`src/rtl/bit_entry_pkg.sv`:
```
// Shared types and default parameters for the serial bit-entry front end.
package bit_entry_pkg;

    typedef enum logic [1:0] {
        IDLE         = 2'd0,
        PRESS_WAIT   = 2'd1,
        HELD         = 2'd2,
        RELEASE_WAIT = 2'd3
    } state_e;

    localparam int unsigned DEF_DEBOUNCE_CYCLES = 1_000_000;
    localparam int unsigned DEF_HIST_W          = 4;
    localparam int unsigned DEF_CNT_W           = 8;

endpackage

```
`src/rtl/sync2.sv`:
```
// Two-flop synchronizer for a single asynchronous input, cleared by reset.
module sync2 (
    input  logic clk,
    input  logic reset,
    input  logic d_i,
    output logic q_o
);

    logic meta_q;
    logic sync_q;

    always_ff @(posedge clk or posedge reset) begin
        if (reset) begin
            meta_q <= 1'b0;
            sync_q <= 1'b0;
        end else begin
            meta_q <= d_i;
            sync_q <= meta_q;
        end
    end

    assign q_o = sync_q;

endmodule

```
`src/rtl/serial_bit_entry.sv`:
```
// Debounced step button plus bit switch producing a registered serial bit stream
// with strobe, bit history and accepted-bit count.
module serial_bit_entry
    import bit_entry_pkg::*;
#(
    parameter int unsigned DEBOUNCE_CYCLES = DEF_DEBOUNCE_CYCLES,
    parameter int unsigned HIST_W          = DEF_HIST_W,
    parameter int unsigned CNT_W           = DEF_CNT_W
) (
    input  logic              clk,
    input  logic              reset,
    input  logic              btn_raw,
    input  logic              sw_raw,
    output logic              bit_out,
    output logic              bit_strobe,
    output logic [HIST_W-1:0] history,
    output logic [CNT_W-1:0]  bit_count
);

    localparam int unsigned   DBW      = $clog2(DEBOUNCE_CYCLES);
    localparam logic [DBW-1:0] CNT_LAST = DBW'(DEBOUNCE_CYCLES - 1);

    logic btn_s;
    logic sw_s;

    sync2 u_sync_btn (.clk(clk), .reset(reset), .d_i(btn_raw), .q_o(btn_s));
    sync2 u_sync_sw  (.clk(clk), .reset(reset), .d_i(sw_raw),  .q_o(sw_s));

    state_e            state_q, state_d;
    logic [DBW-1:0]    cnt_q, cnt_d;
    logic [1:0]        prime_q;
    logic              armed_q;
    logic              accept;
    logic              bit_q;
    logic              strobe_q;
    logic [HIST_W-1:0] hist_q;
    logic [CNT_W-1:0]  count_q;

    // The synchronizer clears to 0 on reset, so a button still held through reset
    // would look like a fresh press. Only arm the FSM once btn_s, after the sync
    // pipeline has refilled with real samples, has been seen low.
    always_ff @(posedge clk or posedge reset) begin
        if (reset) begin
            prime_q <= '0;
            armed_q <= 1'b0;
        end else begin
            prime_q <= {prime_q[0], 1'b1};
            armed_q <= armed_q | (prime_q[1] & ~btn_s);
        end
    end

    always_comb begin
        state_d = state_q;
        cnt_d   = cnt_q;
        accept  = 1'b0;
        case (state_q)
            IDLE: begin
                if (armed_q && btn_s) begin
                    state_d = PRESS_WAIT;
                    cnt_d   = '0;
                end
            end
            PRESS_WAIT: begin
                if (!btn_s) begin
                    state_d = IDLE;
                end else if (cnt_q == CNT_LAST) begin
                    state_d = HELD;
                    accept  = 1'b1;
                end else begin
                    cnt_d = cnt_q + 1'b1;
                end
            end
            HELD: begin
                if (!btn_s) begin
                    state_d = RELEASE_WAIT;
                    cnt_d   = '0;
                end
            end
            RELEASE_WAIT: begin
                if (btn_s) begin
                    state_d = HELD;
                end else if (cnt_q == CNT_LAST) begin
                    state_d = IDLE;
                end else begin
                    cnt_d = cnt_q + 1'b1;
                end
            end
            default: state_d = IDLE;
        endcase
    end

    always_ff @(posedge clk or posedge reset) begin
        if (reset) begin
            state_q  <= IDLE;
            cnt_q    <= '0;
            bit_q    <= 1'b0;
            strobe_q <= 1'b0;
            hist_q   <= '0;
            count_q  <= '0;
        end else begin
            state_q  <= state_d;
            cnt_q    <= cnt_d;
            strobe_q <= accept;
            if (accept) begin
                bit_q   <= sw_s;
                hist_q  <= {hist_q[HIST_W-2:0], sw_s};
                count_q <= count_q + 1'b1;
            end
        end
    end

    assign bit_out    = bit_q;
    assign bit_strobe = strobe_q;
    assign history    = hist_q;
    assign bit_count  = count_q;

endmodule

```
`config.mk`:
```
export PLATFORM = sky130hd
export DESIGN_NAME = serial_bit_entry
export DESIGN_NICKNAME = d
export VERILOG_FILES = /design/src/rtl/bit_entry_pkg.sv /design/src/rtl/sync2.sv /design/src/rtl/serial_bit_entry.sv
export SDC_FILE = /design/constraint.sdc
export NUM_CORES = 1
export LEC_CHECK = 0
export BUFFER_PORTS_ARGS = -buffer_cell sky130_fd_sc_hd__buf_2
export CAP_MARGIN = 20
export CELL_PAD_IN_SITES_DETAIL_PLACEMENT = 0
export CELL_PAD_IN_SITES_GLOBAL_PLACEMENT = 1
export CORE_UTILIZATION = 45
export DETAILED_ROUTE_END_ITERATION = 7
export PLACE_DENSITY = 0.77
export SYNTH_ARGS = -nofsm -noshare
export SYNTH_HDL_FRONTEND = slang
export SYNTH_SLANG_ARGS = --single-unit
```
`constraint.sdc`:
```
create_clock -name clk -period 4 [get_ports clk]
set_clock_uncertainty 0.2 [all_clocks]
set_input_delay 0.8 -clock clk [delete_from_list [all_inputs] [get_ports clk]]
set_output_delay 0.8 -clock clk [all_outputs]
set_load 0.02 [all_outputs]
```
# Word level (Yosys, flattened, before mapping)
# Index checks and enable logic that the tools add are counted.
# op_classes
bitwise,3
reduce_logical,4
muxes,16
eq_ne,10
add_sub_neg,2
# op_table
cell,n
2-to-1 mux 20 bit,5
one-hot mux 20 bit (4 select lines),1
"adder 20 x 1 -> 20 bit, second input constant",1
"== test 20 bit, second input constant",1
2-to-1 mux 2 bit,6
"adder 8 x 1 -> 8 bit, second input constant",1
one-hot mux 2 bit (4 select lines),1
AND reduction 4 bit,2
"inequality test 2 bit, second input constant",3
"== test 2 bit, second input constant",2
2-to-1 mux 1 bit,3
"inequality test 3 x 2 -> 1 bit, second input constant",1
"inequality test 3 bit, second input constant",1
"== test 2 x 1 -> 1 bit, second input constant",1
zero test 2 bit,1
"inequality test 2 x 1 -> 1 bit, second input constant",1
AND 1 bit,1
logical AND 1 bit,1
inverter 1 bit,1
bitwise OR 1 bit,1
# totals
out_inout_bits,14
reg_bits,43
word_cells,47

# Logic depth before layout (Yosys ltp)
# depth
ltp_word,4
mapped_depth,7
mapped_depth_nobuf,6

# Hierarchy
# Synthesis repeated with hierarchy kept, for this count alone.
# hier_totals
hier_cells,206
area_unflattened_um2,2127.0
# modules_own_cells
mod,cells_per_inst,area_per_inst_um2,seq_area_each_um2,n_inst
serial_bit_entry,200,2019.4,950.9,1
sync2,3,53.8,50.0,2

# Least setup slack after synthesis
# Ideal clock, no wire load.
# synth_timing
path_kind,register to register
start,register cnt_q[0]
end,register hist_q[0] (netlist: history[0])
n_path_buf,1
path_stages_with_launch,7
t_required_ps,3675
synth_period_minus_slack_ps,2185
setup_time_ps,125
arrival_time_ps,1860
slack_ps,1815
path_cell_list,dfrtp_1 -> ha_1 -> nand3_1 -> nor4_2 -> and4bb_4 -> buf_6 -> mux2_2
# synth_via
elab_chain_cells,4
# synth_rtl
element,line_no,source
"start, declared",serial_bit_entry.sv:30,"logic [DBW-1:0] cnt_q, cnt_d;"
"start signal, assigned",serial_bit_entry.sv:102,cnt_q <= cnt_d;
== test 20 bit,serial_bit_entry.sv:66,end else if (cnt_q == CNT_LAST) begin
2-to-1 mux 1 bit,serial_bit_entry.sv:66,
2-to-1 mux 1 bit,serial_bit_entry.sv:64,if (!btn_s) begin
2-to-1 mux 1 bit,serial_bit_entry.sv:56,case (state_q)
"end signal, assigned",serial_bit_entry.sv:106,"hist_q <= {hist_q[HIST_W-2:0], sw_s};"
"end, declared",serial_bit_entry.sv:36,logic [HIST_W-1:0] hist_q;
# No other way between the ends.
# A chain may end at the register's enable or synchronous reset.

# Final worst setup path
# Ends and elaborated chain as after synthesis.

==> impl_metrics.tcl <==
set metrics [dict create \
    status "finished, final reports clean" \
    postCtsSetupBuffers 0 \
    worst_slack_ns 1.295 \
    period_share 0.6763 \
    yosysSeqAreaShare 0.5316 \
    synth_top_area_frac 0.5316 \
    hp-class "register to register" \
    path_max_fanout 11 \
    irDropWorstVdd_uv 203.2 \
    synth-edff-count 0 \
    final_area_um2 2236 \
    ios 18 \
    cts_buffer_depth 2 \
    grtUsageTotal 0.1821 \
    worstPathArrival_ns 2.69 \
    hpwl_um 2510 \
    grt_antenna_before_repair 0 \
    dp.cells 249 \
    cts_buffers 5 \
    nFillCells 373 \
    holdBufCountCts 0 \
    highest-signal-layer "met4" \
    drtAntennaViolNets 0 \
    utilization 0.5433 \
    crit_path_end_kind "register" \
    path_clk_slew_ns 0.08 \
    diodes 0 \
    routedWlPerCell_um 14.48 \
    grt-ovfl-total 0 \
    regArea_um2 1051 \
    drt_wl_total_um 3721 \
    power.static_leakage_nw 1.019 \
    multi_input_area_um2 860.8 \
    die_x_um 68.28 \
    syn_avg_cell_area_um2 10.46 \
    setup_tns_ns 0 \
    routed_via_density 5.467 \
    synth_area_leaders "dfrtp_1, xnor2_1, nor2_1, nor4_1, nand3_1" \
    r2r_cells 5 \
    synth-seq-cells 42 \
    cp_cell_sequence "ha_1, nand3_1, nor4_2, and4bb_4, mux2_2" \
    grt_pass1_wl_um 6161 \
    rsz0062_at_grt "no" \
    num_rows 23 \
    portBuffers 17 \
    crit_type "register to register" \
    slew_viol_final 0 \
    min_period_ns 2.705 \
    gp_congestion 0.7870 \
    hold_path_depth 0 \
    layout_commonest_cell "dfrtp_1" \
    root_buffer "clkbuf_8" \
    tightest_slew_ns 0.7059 \
    cts_max_level 2 \
    cp_num_cells 5 \
    max_freq_mhz 369.6 \
    yosys_warnings 0 \
    start_util 0.4804 \
    met3_length_um 98 \
    worst-path-buf-inv 0 \
    drt-pass1-iter-count 4 \
    async_flop_share 1.000 \
    syn_to_final_growth_pct 13.10 \
    cts_tree "yes" \
    drc_errors 0 \
    finalSetupViolCount 0 \
    mostFrequentLayoutCells "dfrtp_1, nor2_1, xnor2_1, buf_2, nand2_1" \
    synthesis.instances 189 \
    final_cells 257 \
    syn-num-nets 195 \
    cts_resized 0 \
    dieArea_um2 4662 \
    critPathSlowestCell "nor4_2" \
    finalHoldViolCount 0 \
    critPathRequiredTime_ns 3.98 \
    synth_cell_type_count 40 \
    drt_iter0_drc 95 \
    fin_nets 212 \
    wl_met1_um 1876 \
    cp_top_family "simple AND/OR/NAND/NOR gates" \
    slew_headroom 0.5294 \
    fp.dieH_um 68.28 \
    yosysTopAreaCell "dfrtp_1" \
    max_cap_viol_count 0 \
    dpl-instance-area_um2 2093 \
    drive_gt1_frac 0.1739 \
    slowest_delay_ns 0.64 \
    met2WireLength_um 1708 \
    cts_sinks 42 \
    insertion_delay_ns 0.29 \
    netlist_area_um2 1977 \
    start_kind "register" \
    grt_pass1_vias 1331 \
    ys.flop_type "dfrtp_1" \
    coreArea_um2 4115 \
    grt_max_degree 43 \
    post-place-ws_ns 1.345 \
    vias 1405 \
    power_density_nw_per_um2 396.7 \
]
==> worst reg2reg max path, delay by kind of cell, from the launching register on <==
| family | cells | cell delay, ns |
|---|---|---|
| adders and majority gates | 1 | 0.21 |
| DFF | 1 | 0.41 |
| muxes | 1 | 0.35 |
| and+or+nand+nor | 3 | 1.42 |
==> final cells by class <==
class,instances,share of cell area
Clock buffer,6,0.03693
Clock inverter,2,0.02686
Inverter,5,0.008394
Multi-Input combinational cell,133,0.3850
Sequential cell,42,0.4701
Tap cell,50,0.02798
Timing Repair Buffer,19,0.04477
==> kinds of logic after synthesis <==
family                   share of synthesized area
AO/OA/AOI/OAI                              0.06266
XOR/XNOR                                   0.08418
adder cells (fa/ha/maj)                    0.01266
buffers and inverters                      0.03291
flip-flops                                  0.5316
multiplexers                               0.03417
other                                     0.001897
AND/OR/NAND/NOR                             0.2399
==> through the flow <==
stage          hold slack (ns)  total power [W]
2_1_floorplan           0.1312        0.0004719
3_3_place_gp            0.1315        0.0004811
3_5_place_dp            0.1403        0.0004829
4_1_cts                 0.1587        0.0008937
5_1_grt                 0.1623        0.0009202
6_report                0.1543        0.0008869
==> worst paths after layout <==
check,end,slack [ns],startpoint
hold / removal,prime_q[1]$_DFF_PP0_,0.15,prime_q[0]$_DFF_PP0_
setup / recovery,history[0]$_DFFE_PP0P_,1.29,cnt_q[0]$_DFFE_PP0P_
setup reg to reg,history[0]$_DFFE_PP0P_,1.29,cnt_q[0]$_DFFE_PP0P_
max in group asynchronous,cnt_q[9]$_DFFE_PP0P_,2.83,reset
min in group asynchronous,u_sync_sw.meta_q$_DFF_PP0_,0.42,reset
hold reg to reg,prime_q[1]$_DFF_PP0_,0.15,prime_q[0]$_DFF_PP0_
==> report_power, final <==
part	switching, W	total (W)	leakage [nW]	internal, W
logic	0.0000224	0.0000325	0.384	0.0000101
registers	0.00000751	0.000441	0.563	0.000433
clock network	0.000148	0.000414	0.0714	0.000266
==> synthesized netlist by cell type (2+ instances only) <==
| cell | number |
|---|---|
| dfrtp_1 | 42 |
| nor2_1 | 19 |
| xnor2_1 | 17 |
| nand2_1 | 14 |
| nand3_1 | 11 |
| nor4_1 | 9 |
| and3_1 | 6 |
| clkbuf_1 | 6 |
| nand4_1 | 6 |
| a21oi_1 | 5 |
| inv_1 | 5 |
| nor3_1 | 5 |
| o21ai_0 | 5 |
| mux2_2 | 4 |
| a31oi_1 | 3 |
| ha_1 | 2 |
| mux2_1 | 2 |
| nand2b_1 | 2 |
| nand4bb_1 | 2 |
| nor4b_1 | 2 |
| o21a_1 | 2 |
| xor2_1 | 2 |
==> flip-flops by register name, summed over array words and instances (netlist names), named ones only <==
signal	cells
history	4
armed_q	1
state_q	1
cnt_q	20
u_sync_btn.q_o	1
u_sync_sw.meta_q	1
u_sync_sw.q_o	1
bit_strobe	1
bit_count	8
prime_q	2
u_sync_btn.meta_q	1
==> per-layer routing <==
layer | vias up | GRT usage
li1 | 698 | -
met1 | 678 | 0.2492
met2 | 24 | 0.2696
met3 | 5 | 0.04333
met4 | 0 | 0.08594
met5 | - | 0
No activity file was read; power rests on OpenSTA's default activity.
